### src/rtl/adpll_cpu_slave_pkg.sv
// Shared register map, field layout and FSM encodings for the ADPLL CPU-bus slave.
package adpll_cpu_slave_pkg;

   localparam int ADPLL_ADDR_W = 4;
   localparam int ADPLL_DATA_W = 32;

   localparam logic [ADPLL_ADDR_W-1:0] ADPLL_CTRL   = 4'd0;
   localparam logic [ADPLL_ADDR_W-1:0] ADPLL_FCW    = 4'd1;
   localparam logic [ADPLL_ADDR_W-1:0] ADPLL_GAIN   = 4'd2;
   localparam logic [ADPLL_ADDR_W-1:0] ADPLL_STATUS = 4'd3;

   localparam int GAIN_ALPHA_L_LSB = 0;
   localparam int GAIN_ALPHA_M_LSB = 4;
   localparam int GAIN_ALPHA_S_LSB = 8;
   localparam int GAIN_BETA_LSB    = 12;
   localparam int GAIN_W           = 15;

   localparam int STAT_LOCKED  = 0;
   localparam int STAT_LOST    = 1;
   localparam int STAT_CFG_ERR = 2;
   localparam int STAT_W       = 3;

   localparam logic [0:0] ST_IDLE = 1'b0;
   localparam logic [0:0] ST_ACK  = 1'b1;

   // Packed so that a zero-extended cast gives the GAIN register read layout.
   typedef struct packed {
      logic [2:0] beta;
      logic [3:0] alpha_s;
      logic [3:0] alpha_m;
      logic [3:0] alpha_l;
   } gain_t;

   function automatic logic [STAT_W-1:0] pack_status(input logic locked,
                                                     input logic lost,
                                                     input logic cfg_err);
      logic [STAT_W-1:0] s;
      s               = '0;
      s[STAT_LOCKED]  = locked;
      s[STAT_LOST]    = lost;
      s[STAT_CFG_ERR] = cfg_err;
      return s;
   endfunction

   function automatic gain_t unpack_gain(input logic [GAIN_W-1:0] w);
      gain_t g;
      g.alpha_l = w[GAIN_ALPHA_L_LSB +: 4];
      g.alpha_m = w[GAIN_ALPHA_M_LSB +: 4];
      g.alpha_s = w[GAIN_ALPHA_S_LSB +: 4];
      g.beta    = w[GAIN_BETA_LSB +: 3];
      return g;
   endfunction

endpackage

### src/rtl/adpll_lock_filter.sv
// Debounces the raw channel_lock into a qualified lock flag plus a sticky
// lock-lost flag that the CPU clears by reading STATUS.
module adpll_lock_filter
   import adpll_cpu_slave_pkg::*;
#(
   parameter int LOCK_CNT_W  = 8,
   parameter int LOCK_CYCLES = 100
) (
   input  logic clk,
   input  logic rst,
   input  logic en,
   input  logic channel_lock,
   input  logic rd_clr,
   output logic locked,
   output logic lost
);

   localparam logic [LOCK_CNT_W-1:0] CNT_MAX = LOCK_CNT_W'(LOCK_CYCLES);

   logic [LOCK_CNT_W-1:0] cnt_r;
   logic [LOCK_CNT_W-1:0] cnt_nxt_s;
   logic                  locked_r;
   logic                  locked_nxt_s;
   logic                  lost_r;
   logic                  lost_set_s;

   // Saturating qualification counter; any lock dropout or disable restarts it.
   always_comb begin
      cnt_nxt_s = '0;
      if (en && channel_lock) begin
         if (cnt_r == CNT_MAX) begin
            cnt_nxt_s = cnt_r;
         end else begin
            cnt_nxt_s = cnt_r + LOCK_CNT_W'(1);
         end
      end else begin
         cnt_nxt_s = '0;
      end
   end

   assign locked_nxt_s = (cnt_nxt_s == CNT_MAX);
   // A disable also drops lock, but that is intentional and must not flag loss.
   assign lost_set_s   = locked_r && !locked_nxt_s && en;

   // Counter, lock and sticky loss state; a coinciding set beats the read-clear.
   always_ff @(posedge clk or negedge rst) begin
      if (!rst) begin
         cnt_r    <= '0;
         locked_r <= 1'b0;
         lost_r   <= 1'b0;
      end else begin
         cnt_r    <= cnt_nxt_s;
         locked_r <= locked_nxt_s;
         lost_r   <= lost_set_s || (lost_r && !rd_clr);
      end
   end

   assign locked = locked_r;
   assign lost   = lost_r;

endmodule

### src/rtl/adpll_cpu_slave.sv
// CPU-bus register slave for the ADPLL: configuration registers, enable,
// write protection while running, and the filtered lock status.
module adpll_cpu_slave
   import adpll_cpu_slave_pkg::*;
#(
   parameter int          ADDR_W      = ADPLL_ADDR_W,
   parameter int          DATA_W      = ADPLL_DATA_W,
   parameter int          LOCK_CNT_W  = 8,
   parameter int          LOCK_CYCLES = 100,
   parameter logic [25:0] FCW_RST     = 26'd0
) (
   input  logic              clk,
   input  logic              rst,
   input  logic              valid,
   input  logic [ADDR_W-1:0] address,
   input  logic [DATA_W-1:0] wdata,
   input  logic              wstrb,
   output logic [DATA_W-1:0] rdata,
   output logic              ready,
   input  logic              channel_lock,
   output logic              en,
   output logic [25:0]       fcw,
   output logic [3:0]        alpha_l,
   output logic [3:0]        alpha_m,
   output logic [3:0]        alpha_s,
   output logic [2:0]        beta
);

   localparam logic [ADDR_W-1:0] A_CTRL   = ADDR_W'(ADPLL_CTRL);
   localparam logic [ADDR_W-1:0] A_FCW    = ADDR_W'(ADPLL_FCW);
   localparam logic [ADDR_W-1:0] A_GAIN   = ADDR_W'(ADPLL_GAIN);
   localparam logic [ADDR_W-1:0] A_STATUS = ADDR_W'(ADPLL_STATUS);

   logic [0:0]        state_r;
   logic [0:0]        state_nxt_s;
   logic              ready_r;
   logic [DATA_W-1:0] rdata_r;
   logic [DATA_W-1:0] rdata_nxt_s;
   logic              en_r;
   logic [25:0]       fcw_r;
   gain_t             gain_r;
   logic              cfg_err_r;
   logic              accept_s;
   logic              wr_s;
   logic              status_rd_s;
   logic              cfg_set_s;
   logic              locked_s;
   logic              lost_s;
   logic              unused_wdata_s;

   // Only IDLE accepts, so a valid still held in the ACK cycle is not re-taken.
   assign accept_s    = valid && (state_r == ST_IDLE);
   assign wr_s        = accept_s && wstrb;
   assign status_rd_s = accept_s && !wstrb && (address == A_STATUS);
   assign cfg_set_s   = wr_s && en_r && ((address == A_FCW) || (address == A_GAIN));

   // Two-state handshake sequencer.
   always_comb begin
      state_nxt_s = state_r;
      case (state_r)
         ST_IDLE: begin
            if (valid) begin
               state_nxt_s = ST_ACK;
            end else begin
               state_nxt_s = ST_IDLE;
            end
         end
         ST_ACK:  state_nxt_s = ST_IDLE;
         default: state_nxt_s = ST_IDLE;
      endcase
   end

   // Read mux, evaluated against pre-edge register values.
   always_comb begin
      rdata_nxt_s = '0;
      case (address)
         A_CTRL:   rdata_nxt_s = DATA_W'(en_r);
         A_FCW:    rdata_nxt_s = DATA_W'(fcw_r);
         A_GAIN:   rdata_nxt_s = DATA_W'(gain_r);
         A_STATUS: rdata_nxt_s = DATA_W'(pack_status(locked_s, lost_s, cfg_err_r));
         default:  rdata_nxt_s = '0;
      endcase
   end

   // Handshake state, ready pulse and read data capture.
   always_ff @(posedge clk or negedge rst) begin
      if (!rst) begin
         state_r <= ST_IDLE;
         ready_r <= 1'b0;
         rdata_r <= '0;
      end else begin
         state_r <= state_nxt_s;
         ready_r <= (state_nxt_s == ST_ACK);
         if (accept_s) begin
            rdata_r <= rdata_nxt_s;
         end else begin
            rdata_r <= '0;
         end
      end
   end

   // Configuration registers; FCW and GAIN are frozen while the loop runs.
   always_ff @(posedge clk or negedge rst) begin
      if (!rst) begin
         en_r   <= 1'b0;
         fcw_r  <= FCW_RST;
         gain_r <= '0;
      end else if (wr_s) begin
         case (address)
            A_CTRL: en_r <= wdata[0];
            A_FCW: begin
               if (!en_r) begin
                  fcw_r <= wdata[25:0];
               end
            end
            A_GAIN: begin
               if (!en_r) begin
                  gain_r <= unpack_gain(wdata[GAIN_W-1:0]);
               end
            end
            default: ;
         endcase
      end
   end

   // Sticky configuration-error flag, cleared by a STATUS read.
   always_ff @(posedge clk or negedge rst) begin
      if (!rst) begin
         cfg_err_r <= 1'b0;
      end else if (cfg_set_s) begin
         cfg_err_r <= 1'b1;
      end else if (status_rd_s) begin
         cfg_err_r <= 1'b0;
      end
   end

   adpll_lock_filter #(
      .LOCK_CNT_W  (LOCK_CNT_W),
      .LOCK_CYCLES (LOCK_CYCLES)
   ) u_lock_filter (
      .clk          (clk),
      .rst          (rst),
      .en           (en_r),
      .channel_lock (channel_lock),
      .rd_clr       (status_rd_s),
      .locked       (locked_s),
      .lost         (lost_s)
   );

   assign unused_wdata_s = ^wdata[DATA_W-1:26];

   assign rdata   = rdata_r;
   assign ready   = ready_r;
   assign en      = en_r;
   assign fcw     = fcw_r;
   assign alpha_l = gain_r.alpha_l;
   assign alpha_m = gain_r.alpha_m;
   assign alpha_s = gain_r.alpha_s;
   assign beta    = gain_r.beta;

endmodule

### config.mk
export PLATFORM = sky130hd
export DESIGN_NAME = adpll_cpu_slave
export DESIGN_NICKNAME = d
export VERILOG_FILES = /design/src/rtl/adpll_cpu_slave_pkg.sv /design/src/rtl/adpll_lock_filter.sv /design/src/rtl/adpll_cpu_slave.sv
export SDC_FILE = /design/constraint.sdc
export NUM_CORES = 1
export LEC_CHECK = 0
export ABC_AREA = 1
export ABC_CLOCK_PERIOD_IN_PS = 2000
export CORE_AREA = 2 2 90 92
export CTS_CLUSTER_SIZE = 12
export DETAILED_ROUTE_END_ITERATION = 8
export DIE_AREA = 0 0 92 94
export GPL_TIMING_DRIVEN = 0
export PLACE_DENSITY = 0.76
export SYNTH_ARGS = -nofsm -noshare
export SYNTH_HDL_FRONTEND = slang
export SYNTH_SLANG_ARGS = --single-unit
### constraint.sdc
create_clock -name clk -period 2 [get_ports clk]
set_input_delay 0.4 -clock clk [delete_from_list [all_inputs] [get_ports clk]]
set_output_delay 0.4 -clock clk [all_outputs]
set_load 0.03 [all_outputs]
**Yosys cells after proc, flatten, opt, wreduce, memory -nomap -nowiden**

Cells that the tools add are included.
W data, S select, Z words.

- Bits in registers: 86
- Output and inout bits: 75
- Input port bits: 41
- Logic and storage cells: 48

- Multiplexer cells: 8
- Reductions and logical operators: 20
- Equality and inequality tests: 5
- $add $sub $neg: 1
- Bitwise gates (word level): 2

Operator list:

| operator | number |
|---|---|
| $pmux W26 S4 | 1 |
| $mux W32 | 1 |
| $eq A8 B7 Y1 const B | 2 |
| $mux W8 | 2 |
| $logic_and A1 B1 Y1 | 10 |
| $add A8 B1 Y8 const B | 1 |
| $eq A4 B2 Y1 const B | 2 |
| $reduce_and A3 Y1 | 2 |
| $eq A4 B1 Y1 const B | 1 |
| $logic_not A4 Y1 | 1 |
| $logic_not A1 Y1 | 3 |
| $mux W1 | 3 |
| $logic_or A1 B1 Y1 | 2 |
| $not A1 Y1 | 2 |
| $pmux W1 S2 | 1 |
| $reduce_and A2 Y1 | 1 |
| $reduce_bool A2 Y1 | 1 |

**Logic depth before layout (Yosys ltp)**

Gate-level depths: netlist of run 1.

- Depth in word-level cells: 8
- Gate-level depth with buffers: 12
- Depth with buffers taken out: 12

**By module**

Synthesis of run 1 repeated with hierarchy kept, for this count alone.

- Cell total of the unflattened synthesis: 414
- Area total of the unflattened synthesis: 3553.4 µm²

Modules (own cells, without submodules):

| module | seq. area each (µm²) | times used | area each (µm²) | cells each |
|---|---|---|---|---|
| adpll_cpu_slave | 1751.7 | 1 | 2922.8 | 326 |
| adpll_lock_filter | 250.2 | 1 | 630.6 | 88 |

**Worst setup path after synthesis of run 1**

Ideal clock, no wire load.

- Kind: reg2reg
- Start point: reg ready (netlist name)
- End point: reg fcw_r[16] (netlist: fcw[16])
- Library setup time: 0.125 ns
- Cell stages (with the launch flop): 7
- Arrival time: 1.537 ns
- Period minus slack after synthesis: 1.662 ns
- Data required time: 1.875 ns
- Path buffers: 1
- Slack: 0.338 ns
- Path through: dfrtp_1 > nor2_2 > nand2_1 > nor2_1 > nand2_2 > buf_6 > mux2_4

RTL lines:

| element | line | RTL |
|---|---|---|
| to (signal assigned) | adpll_cpu_slave.sv:113 | `fcw_r <= wdata[25:0];` |
| to (decl) | adpll_cpu_slave.sv:40 | `logic [25:0] fcw_r;` |

**Final worst setup path of run 1**

- Start point: reg en_r (netlist: en)
- End point: out en

RTL lines:

| element | line | RTL |
|---|---|---|
| from (decl) | adpll_cpu_slave.sv:39 | `logic en_r;` |
| from (signal assigned) | adpll_cpu_slave.sv:110 | `A_CTRL: en_r <= wdata[0];` |
| to (decl) | adpll_cpu_slave.sv:21 | `output logic en,` |

No word-level cell between the ends.

==> results.sh, run 1 <==
export IMPL_die_area_um2=8650
export IMPL_drive_gt1_share_pct=11.4
export IMPL_synthArstFlopShare_pct=100
export IMPL_synth_top_cell_area_share_pct=59.2
export IMPL_synth_common_cells="nand2_1 (107), dfrtp_1 (80), inv_1 (40), nor2_1 (30), o21ai_0 (25)"
export IMPL_cp_max_fo=5
export IMPL_grt_pass1_wl_um=14200
export IMPL_ant_nets=0
export IMPL_grt_pass1_vias=2920
export IMPL_hp_class="input port to asynchronous set/reset pin"
export IMPL_cp_start_kind="flip-flop"
export IMPL_drc=0
export IMPL_hold_viol_final=0
export IMPL_synth_most_common_cell="nand2_1"
export IMPL_h_tree_depth=3
export IMPL_cts_tree="built"
export IMPL_slowest_stage="clkdlybuf4s50_1"
export IMPL_slew_violations=0
export IMPL_dpl_worst_slack_ps=-355
export IMPL_fillers=612
export IMPL_finalSetupViolCount=0
export IMPL_setup_ws_ps=117
export IMPL_io_buffers=103
export IMPL_num_vias=2831
export IMPL_avgSynthCellArea_um2=9.22
export IMPL_ios=116
export IMPL_ys_types=27
export IMPL_period_share_pct=94.1
export IMPL_pwr_share_seq_pct=47.5
export IMPL_critPathKind="flip-flop to output pin"
export IMPL_grt_usage_pct=21.1
export IMPL_rsz0062_at_grt="false"
export IMPL_die_h_um=94
export IMPL_cts_sinks=80
export IMPL_path_cells="clkdlybuf4s50_1"
export IMPL_synthCells=367
export IMPL_p_sw_mw=1.02
export IMPL_leakage_nw=2.33
export IMPL_cts_buffers=9
export IMPL_cp_startpoint="en$_DFFE_PN0P_"
export IMPL_post_synth_top_area_cell="dfrtp_1"
export IMPL_vias_per_cell=4.71
export IMPL_utilization_pct=64.2
export IMPL_die_w_um=92
export IMPL_p_comb_share_pct=17.2
export IMPL_dr_pass1_iters=4
export IMPL_cap_violations=0
export IMPL_diodes=0
export IMPL_clockPowerShare_pct=35.3
export IMPL_placeableCoreArea_um2=7610
export IMPL_yosysWarnings=0
export IMPL_dp_cells=578
export IMPL_critical_path_top_delay_family="buffers and inverters"
export IMPL_layout_nets=537
export IMPL_p_int_mw=2.73
export IMPL_drtIter0Drc=115
export IMPL_drt_total_wl_um=8470
export IMPL_grt_max_degree=65
export IMPL_setup_tns_ps=0
export IMPL_fp_row_count=32
export IMPL_cp_data_required_time_ps=1600
export IMPL_dp_hpwl_um=6080
export IMPL_timing_hold_ws_ps=463
export IMPL_r2r_start="ready$_DFF_PN0_"
export IMPL_cpPeakStageDelay_ps=700
export IMPL_p_sw_share_pct=27.3
export IMPL_clock_path_buffers=2
export IMPL_powerDensity_nw_per_um2=767
export IMPL_ys_ff_latch=80
export IMPL_grt_antenna_before_repair=0
export IMPL_critPathBufInv=1
export IMPL_synth_area_leaders="dfrtp_1 (59%), nand2_1 (12%), inv_1 (4.4%)"
export IMPL_root_buffer="clkbuf_8"
export IMPL_period_needed_ps=1880
export IMPL_critPathArrivalTime_ps=1480
export IMPL_syn_to_final_growth_pct=44.4
export IMPL_clk_latency_ps=340
export IMPL_worstSetupEndpointType="output pin"
export IMPL_peakVddDrop_v=0.000471
export IMPL_wl_per_cell_um=14.1
export IMPL_gp_congestion=0.831
export IMPL_worstMarginPinSlew_ps=591
export IMPL_clock_skew_ps=6.94
export IMPL_synth_edf_count=0
export IMPL_syn_area_um2=3380
export IMPL_stdcell_count=601
export IMPL_synth_ff_type="dfrtp_1"
export IMPL_relSlewSlack_pct=60.6
export IMPL_initial_utilization_pct=44.5
export IMPL_status="finished, final reports clean"
export IMPL_fmax_mhz=531
export IMPL_ys_seq_area_share_pct=59.2
export IMPL_clk_pin_slew_ps=80
export IMPL_overflow=0
## cells in the final DEF (no fill, tap or decap), types with 2 or more instances in the layout
| master | instances |
|---|---|
| o21ai_1 | 8 |
| inv_1 | 40 |
| nor3_4 | 2 |
| inv_2 | 2 |
| mux2_4 | 10 |
| nand3_1 | 14 |
| ha_1 | 2 |
| clkbuf_1 | 5 |
| clkbuf_8 | 10 |
| clkbuf_2 | 6 |
| bufinv_16 | 2 |
| conb_1 | 6 |
| o21ai_0 | 25 |
| dfrtp_1 | 80 |
| clkdlybuf4s50_1 | 102 |
| o211ai_1 | 2 |
| nand2_1 | 107 |
| a21oi_1 | 16 |
| buf_4 | 13 |
| clkinv_4 | 2 |
| nor2_1 | 29 |
## area by class of cell
type	count	area [µm²]	area share (%)
clock buffer	10	138	2.82
timing repair buffer	111	1110	22.7
buffer	19	110	2.25
tap	102	128	2.61
multi-input combinational	231	1150	23.5
inverter	42	158	3.23
clock inverter	6	91.3	1.87
sequential	80	2000	41.0
## layer usage
metal / part of all wire, % / global-route usage [%] / wire [µm] / vias up
met4: 1.5 / 6.72 / 126 / 0
met5: 0 / 0 / 0 / -
met2: 49 / 34.8 / 4170 / 69
met1: 44 / 27.1 / 3720 / 1362
li1: - / - / - / 1385
met3: 5.4 / 6.10 / 456 / 15
## sequential cells by signal (all words and copies together) (netlist names)
name                  cells
ready                     1
cfg_err_r                 1
alpha_m                   4
rdata                    26
en                        1
alpha_l                   4
fcw                      26
u_lock_filter.cnt_r       8
u_lock_filter.lost        1
beta                      3
u_lock_filter.locked      1
alpha_s                   4
## final timing paths
path	end	slack, ps	cells past startpoint
max	en	120	1
min	rdata[24]$_DFF_PN0_	460	2
min in group clk	u_lock_filter.lost$_DFF_PN0_	500	2
max in group asynchronous	alpha_l[0]$_DFFE_PN0P_	970	3
min reg2reg	u_lock_filter.lost$_DFF_PN0_	500	2
max reg2reg	alpha_s[1]$_DFFE_PN0P_	330	7
## metrics by stage
step / cell area [µm²] / power, mW
2_1_floorplan: 3400 / 2.13
3_3_place_gp: 4560 / 2.43
3_5_place_dp: 4590 / 2.45
4_1_cts: 4820 / 3.77
5_1_grt: 4880 / 3.93
6_report: 4880 / 3.75
## power groups by stage
stage	sequential, mW	clock [mW]	combinational, mW
after floorplan	1.95	0	0.182
after global placement	1.80	0	0.624
after detailed placement	1.81	0	0.641
after CTS	1.78	1.35	0.645
after global routing	1.79	1.44	0.699
final	1.78	1.32	0.645
## cells by family after synthesis
logic type,share of synthesized area [%]
simple gates,19.3
flops,59.2
buf+inv,7.69
compound gates,7.95
mux,4.77
fa+ha+maj,0.740
other cells,0.111
xor+xnor,0.259
## what timing repair did
item | CTS | global route
endpoints found under the hold margin | 16 | 0
hold buffers | 1 | 0
resized for setup | 0 | 14
setup buffers | 0 | 6
setup endpoints to repair | 0 | 50
Power figures use the tool's default switching activity.
==> run 2, diff against run 1 <==
- REMOVE_ABC_BUFFERS: default -> 1
==> results.sh, run 2 (synthesis results as in run 1) <==
export IMPL_cap_violations=0
export IMPL_cts_tree="built"
export IMPL_critPathKind="input port to flip-flop"
export IMPL_dp_hpwl_um=5350
export IMPL_placeableCoreArea_um2=7610
export IMPL_grt_pass1_wl_um=13100
export IMPL_period_needed_ps=1960
export IMPL_drc=0
export IMPL_worstMarginPinSlew_ps=547
export IMPL_fillers=626
export IMPL_finalSetupViolCount=0
export IMPL_holdPathEnd="u_lock_filter.lost$_DFF_PN0_"
export IMPL_overflow=0
export IMPL_die_h_um=94
export IMPL_leakage_nw=2.25
export IMPL_drive_gt1_share_pct=8.39
export IMPL_hp_class="flip-flop to flip-flop"
export IMPL_slew_violations=0
export IMPL_powerDensity_nw_per_um2=778
export IMPL_cts_buffers=9
export IMPL_clock_skew_ps=14.5
export IMPL_reg2reg_to="fcw[25]$_DFFE_PN0P_"
export IMPL_grt_antenna_before_repair=0
export IMPL_worstSetupEndpointType="flip-flop"
export IMPL_num_vias=2817
export IMPL_fmax_mhz=510
export IMPL_reg2reg_slack_ps=240
export IMPL_die_w_um=92
export IMPL_vias_per_cell=4.87
export IMPL_clk_pin_slew_ps=80
export IMPL_cp_start_kind="input port"
export IMPL_initial_utilization_pct=44.5
export IMPL_critPathArrivalTime_ps=2170
export IMPL_min_delay_start="u_lock_filter.lost$_DFF_PN0_"
export IMPL_timing_hold_ws_ps=509
export IMPL_status="finished, final reports clean"
export IMPL_wl_per_cell_um=13.8
export IMPL_drtIter0Drc=107
export IMPL_layout_common_cells="nand2_1 (106), clkdlybuf4s50_1 (102), dfrtp_1 (80)"
export IMPL_ios=116
export IMPL_layout_commonest_cell="nand2_1"
export IMPL_peakVddDrop_v=0.000473
export IMPL_fp_row_count=32
export IMPL_die_area_um2=8650
export IMPL_grt_usage_pct=19.2
export IMPL_rsz0062_at_grt="false"
export IMPL_dr_pass1_iters=4
export IMPL_layout_nets=516
export IMPL_io_buffers=103
export IMPL_cp_max_fo=41
export IMPL_finalPower_mw=3.71
export IMPL_syn_to_final_growth_pct=41.2
export IMPL_relSlewSlack_pct=63.5
export IMPL_utilization_pct=62.8
export IMPL_diodes=0
export IMPL_grt_pass1_vias=2773
export IMPL_gp_congestion=0.823
export IMPL_root_buffer="clkbuf_8"
export IMPL_stdcell_area_um2=4780
export IMPL_clk_latency_ps=330
export IMPL_hold_depth=2
export IMPL_hold_viol_final=0
export IMPL_r2r_start="ready$_DFF_PN0_"
export IMPL_period_share_pct=98.0
export IMPL_grt_max_degree=53
export IMPL_ant_nets=0
export IMPL_dpl_cell_area_um2=4480
export IMPL_rr_worst_depth=5
export IMPL_drt_total_wl_um=8000
export IMPL_cts_sinks=80
export IMPL_h_tree_depth=3
export IMPL_cp_data_required_time_ps=2210
export IMPL_clock_path_buffers=2
-- run 2: worst max-delay path, stage by stage --
cell	delay (ps)
clkdlybuf4s50_1	450
inv_1	60
nor2_4	150
nand2_1	130
nor2_2	320
nand2_8	260
mux2_4	370
-- run 2: how the worst max path moves through the flow --
stage	startpoint	end	slack [ps]	cells after the start
final	valid	fcw[25]$_DFFE_PN0P_	40	7
after floorplan	ready$_DFF_PN0_	fcw[16]$_DFFE_PN0P_	-120	5
after detailed placement	address[0]	fcw[25]$_DFFE_PN0P_	-1220	5
after global placement	rst	rdata[5]$_DFF_PN0_	-2250	1
after global routing	valid	fcw[19]$_DFFE_PN0P_	7	7
after CTS	en$_DFFE_PN0P_	en	90	1
-- run 2: area by class of cell --
type                            instances  area, µm²  share of cell area (%)
Clock buffer                           12        155                    3.25
Inverter                               42        158                    3.30
Multi-Input combinational cell        231       1170                    24.5
Sequential cell                        80       2000                    41.9
Clock inverter                          3       65.1                    1.36
Tap cell                              102        128                    2.67
Timing Repair Buffer                  109       1100                    23.0
-- run 2: repair_timing --
action                                  4_1_cts  5_1_grt
gates cloned                                  0        0
endpoints found under the hold margin        27        0
setup buffers                                 4        0
hold buffers                                  1        0
pin swaps                                     3        0
endpoints found under the setup margin       54        2
gates resized for setup                       6        1
-- run 2: stage by stage --
step	setup TNS [ps]	instances	setup slack (ps)
after CTS	0	579	89.5
after floorplan	-1270	353	-117
after global placement	-230380	558	-2250
final	0	579	39.3
after detailed placement	-53850	559	-1220
after global routing	0	579	7.10
-- run 2: power breakdown --
group	total, mW	switching, mW	internal [mW]
Clock	1.30	0.540	0.764
Sequential	1.78	0.0755	1.70
Combinational	0.630	0.361	0.269
-- run 2: routing by layer --
metal  global-route usage [%]  up-vias  share of wire (%)
li1                         -     1348                  -
met1                     23.8     1351                 42
met2                     32.7      108                 50
met3                     5.62       10                7.2
met4                     5.60        0               0.85
met5                        0        -                  0
==> run 3, diff against run 2 <==
- CORE_AREA: 2 2 90 92 -> 2 2 92 94
- DIE_AREA: 0 0 92 94 -> 0 0 94 96
- SYNTH_HIERARCHICAL: default -> 1
==> results.sh, run 3 <==
export IMPL_status="finished, final reports clean"
export IMPL_clock_path_buffers=2
export IMPL_placeableCoreArea_um2=8050
export IMPL_synth_top_cell_area_share_pct=56.3
export IMPL_synth_compound_area_share_pct=2.36
export IMPL_synth_common_cells="nand2_1 (156), dfrtp_1 (80), nand3_1 (63), inv_1 (23), nor2_1 (21)"
export IMPL_cap_violations=0
export IMPL_clk_pin_slew_ps=80
export IMPL_num_vias=3072
export IMPL_cp_max_fo=3
export IMPL_synth_fa_ha_area_share_pct=0.704
export IMPL_die_h_um=96
export IMPL_finalSetupViolCount=0
export IMPL_critPathArrivalTime_ps=1450
export IMPL_reg2reg_to="u_lock_filter/lost$_DFF_PN0_"
export IMPL_worstSetupEndpointType="output pin"
export IMPL_h_tree_depth=3
export IMPL_fp_row_count=33
export IMPL_die_w_um=94
export IMPL_layout_commonest_cell="nand2_1"
export IMPL_drc=0
export IMPL_drtIter0Drc=164
export IMPL_slew_violations=0
export IMPL_synth_xor_area_share_pct=0.246
export IMPL_hp_class="input port to asynchronous set/reset pin"
export IMPL_rr_worst_depth=11
export IMPL_synth_most_common_cell="nand2_1"
export IMPL_drive_gt1_share_pct=9.39
export IMPL_cts_sinks=80
export IMPL_ios=116
export IMPL_fillers=704
export IMPL_hold_viol_final=0
export IMPL_register_area_um2=2000
export IMPL_post_synth_top_area_cell="dfrtp_1"
export IMPL_synth_edf_count=0
export IMPL_clock_skew_ps=9.96
export IMPL_syn_area_um2=3550
export IMPL_synthCells=414
export IMPL_avgSynthCellArea_um2=8.58
export IMPL_drt_total_wl_um=9150
export IMPL_io_buffers=103
export IMPL_yosysWarnings=6
export IMPL_cts_tree="built"
export IMPL_critPathBufInv=1
export IMPL_dpl_worst_slack_ps=-1320
export IMPL_dr_pass1_iters=4
export IMPL_powerDensity_nw_per_um2=806
export IMPL_multi_input_area_um2=1350
export IMPL_cp_start_kind="flip-flop"
export IMPL_overflow=0
export IMPL_wl_per_cell_um=14.6
export IMPL_synthArstFlopShare_pct=100
export IMPL_cts_buffers=9
export IMPL_setup_ws_ps=150
export IMPL_cp_startpoint="alpha_l[2]$_DFFE_PN0P_"
export IMPL_rsz0062_at_grt="false"
export IMPL_diodes=0
export IMPL_synth_mux_area_share_pct=0
export IMPL_timing_hold_ws_ps=23.1
export IMPL_reg2reg_slack_ps=440
export IMPL_grt_max_degree=42
export IMPL_root_buffer="clkbuf_8"
export IMPL_fmax_mhz=541
export IMPL_path_depth=1
export IMPL_grt_antenna_before_repair=0
export IMPL_worstMarginPinSlew_ps=584
export IMPL_path_cells="clkdlybuf4s50_1"
export IMPL_grt_pass1_wl_um=14600
export IMPL_initial_utilization_pct=44.1
export IMPL_period_share_pct=92.5
export IMPL_ys_seq_area_share_pct=56.3
export IMPL_slowest_stage="clkdlybuf4s50_1"
export IMPL_setup_worst_path_end="alpha_l[2]"
export IMPL_synth_area_leaders="dfrtp_1 (56%), nand2_1 (16%), nand3_1 (8.9%)"
export IMPL_clk_latency_ps=350
export IMPL_dp_hpwl_um=5780
export IMPL_setup_tns_ps=0
export IMPL_critPathKind="flip-flop to output pin"
export IMPL_layout_nets=560
export IMPL_ant_nets=0
export IMPL_layout_common_cells="nand2_1 (156), clkdlybuf4s50_1 (101), dfrtp_1 (79)"
export IMPL_synth_ff_type="dfrtp_1"
export IMPL_leakage_nw=2.32
export IMPL_ys_ff_latch=80
export IMPL_cp_data_required_time_ps=1600
export IMPL_die_area_um2=9020
export IMPL_grt_pass1_vias=3013
export IMPL_ys_types=24
export IMPL_r2r_start="u_lock_filter/cnt_r[0]$_DFF_PN0_"
export IMPL_syn_to_final_growth_pct=36.1
export IMPL_relSlewSlack_pct=61.0
export IMPL_cpPeakStageDelay_ps=720
export IMPL_vias_per_cell=4.90
export IMPL_gp_congestion=0.847
export IMPL_critical_path_top_delay_family="buffers and inverters"
export IMPL_peakVddDrop_v=0.000575
export IMPL_synth_top_family_by_area="simple AND/OR/NAND/NOR gates"
export IMPL_grt_usage_pct=21.4
export IMPL_period_needed_ps=1850
export IMPL_yosys_area_share_simple_pct=32.9
==> run 3: worst min path at each step <==
stage	start	end	slack, ps
final	rst	alpha_l[3]$_DFFE_PN0P_	20
after global routing	rst	alpha_l[3]$_DFFE_PN0P_	50
after CTS	rst	fcw[3]$_DFFE_PN0P_	30
after detailed placement	rst	fcw[3]$_DFFE_PN0P_	410
after global placement	cfg_err_r$_DFFE_PN0P_	cfg_err_r$_DFFE_PN0P_	470
after floorplan	rst	alpha_l[0]$_DFFE_PN0P_	100
==> run 3: cells by family (layout without fill, tap and decap cells) <==
logic type	count (synthesis)	in the layout
DFF	80	80
and+or+nand+nor	265	267
AOI/OAI and AO/OA	16	16
adders and majority gates	2	2
buffers and inverters	49	150
xor gates and xnor gates	1	1
other	1	6
==> run 3: routing by layer <==
metal	share of wire (%)	GRT usage, %	up-vias
met5	0	0	-
met4	2.0	8.45	0
met3	7.7	7.60	17
met2	48	34.6	96
met1	43	26.4	1465
li1	-	-	1494
==> run 3: timing repair <==
action	4_1_cts	5_1_grt
resized for setup	8	2
cloned	2	0
endpoints found under the hold margin	0	0
pin swaps	2	0
endpoints found under the setup margin	54	41
setup buffers	4	0
hold buffers	0	0
==> run 3: final cells by class <==
| type | instances | share of cell area (%) |
|---|---|---|
| sequential | 80 | 41.4 |
| multi-input combinational | 292 | 27.9 |
| timing repair buffer | 108 | 22.3 |
| clock buffer | 11 | 2.72 |
| tap | 105 | 2.72 |
| inverter | 26 | 2.33 |
| clock inverter | 5 | 0.698 |
==> run 3: stage by stage <==
| step | instance area (µm²) | instances | total power, mW | utilization (%) |
|---|---|---|---|---|
| detailed placement | 4590 | 605 | 2.88 | 57.0 |
| floorplan | 3410 | 396 | 2.39 | - |
| global route | 4840 | 627 | 4.09 | 60.1 |
| CTS | 4830 | 627 | 3.94 | 60.0 |
| finish | 4840 | 627 | 3.90 | 60.1 |
| global placement | 4570 | 604 | 2.86 | 56.8 |
==> run 3: power breakdown <==
group	internal [mW]	switching (mW)	total, mW
sequential	1.77	0.137	1.90
clock	0.450	0.579	1.03
combinational	0.382	0.586	0.969
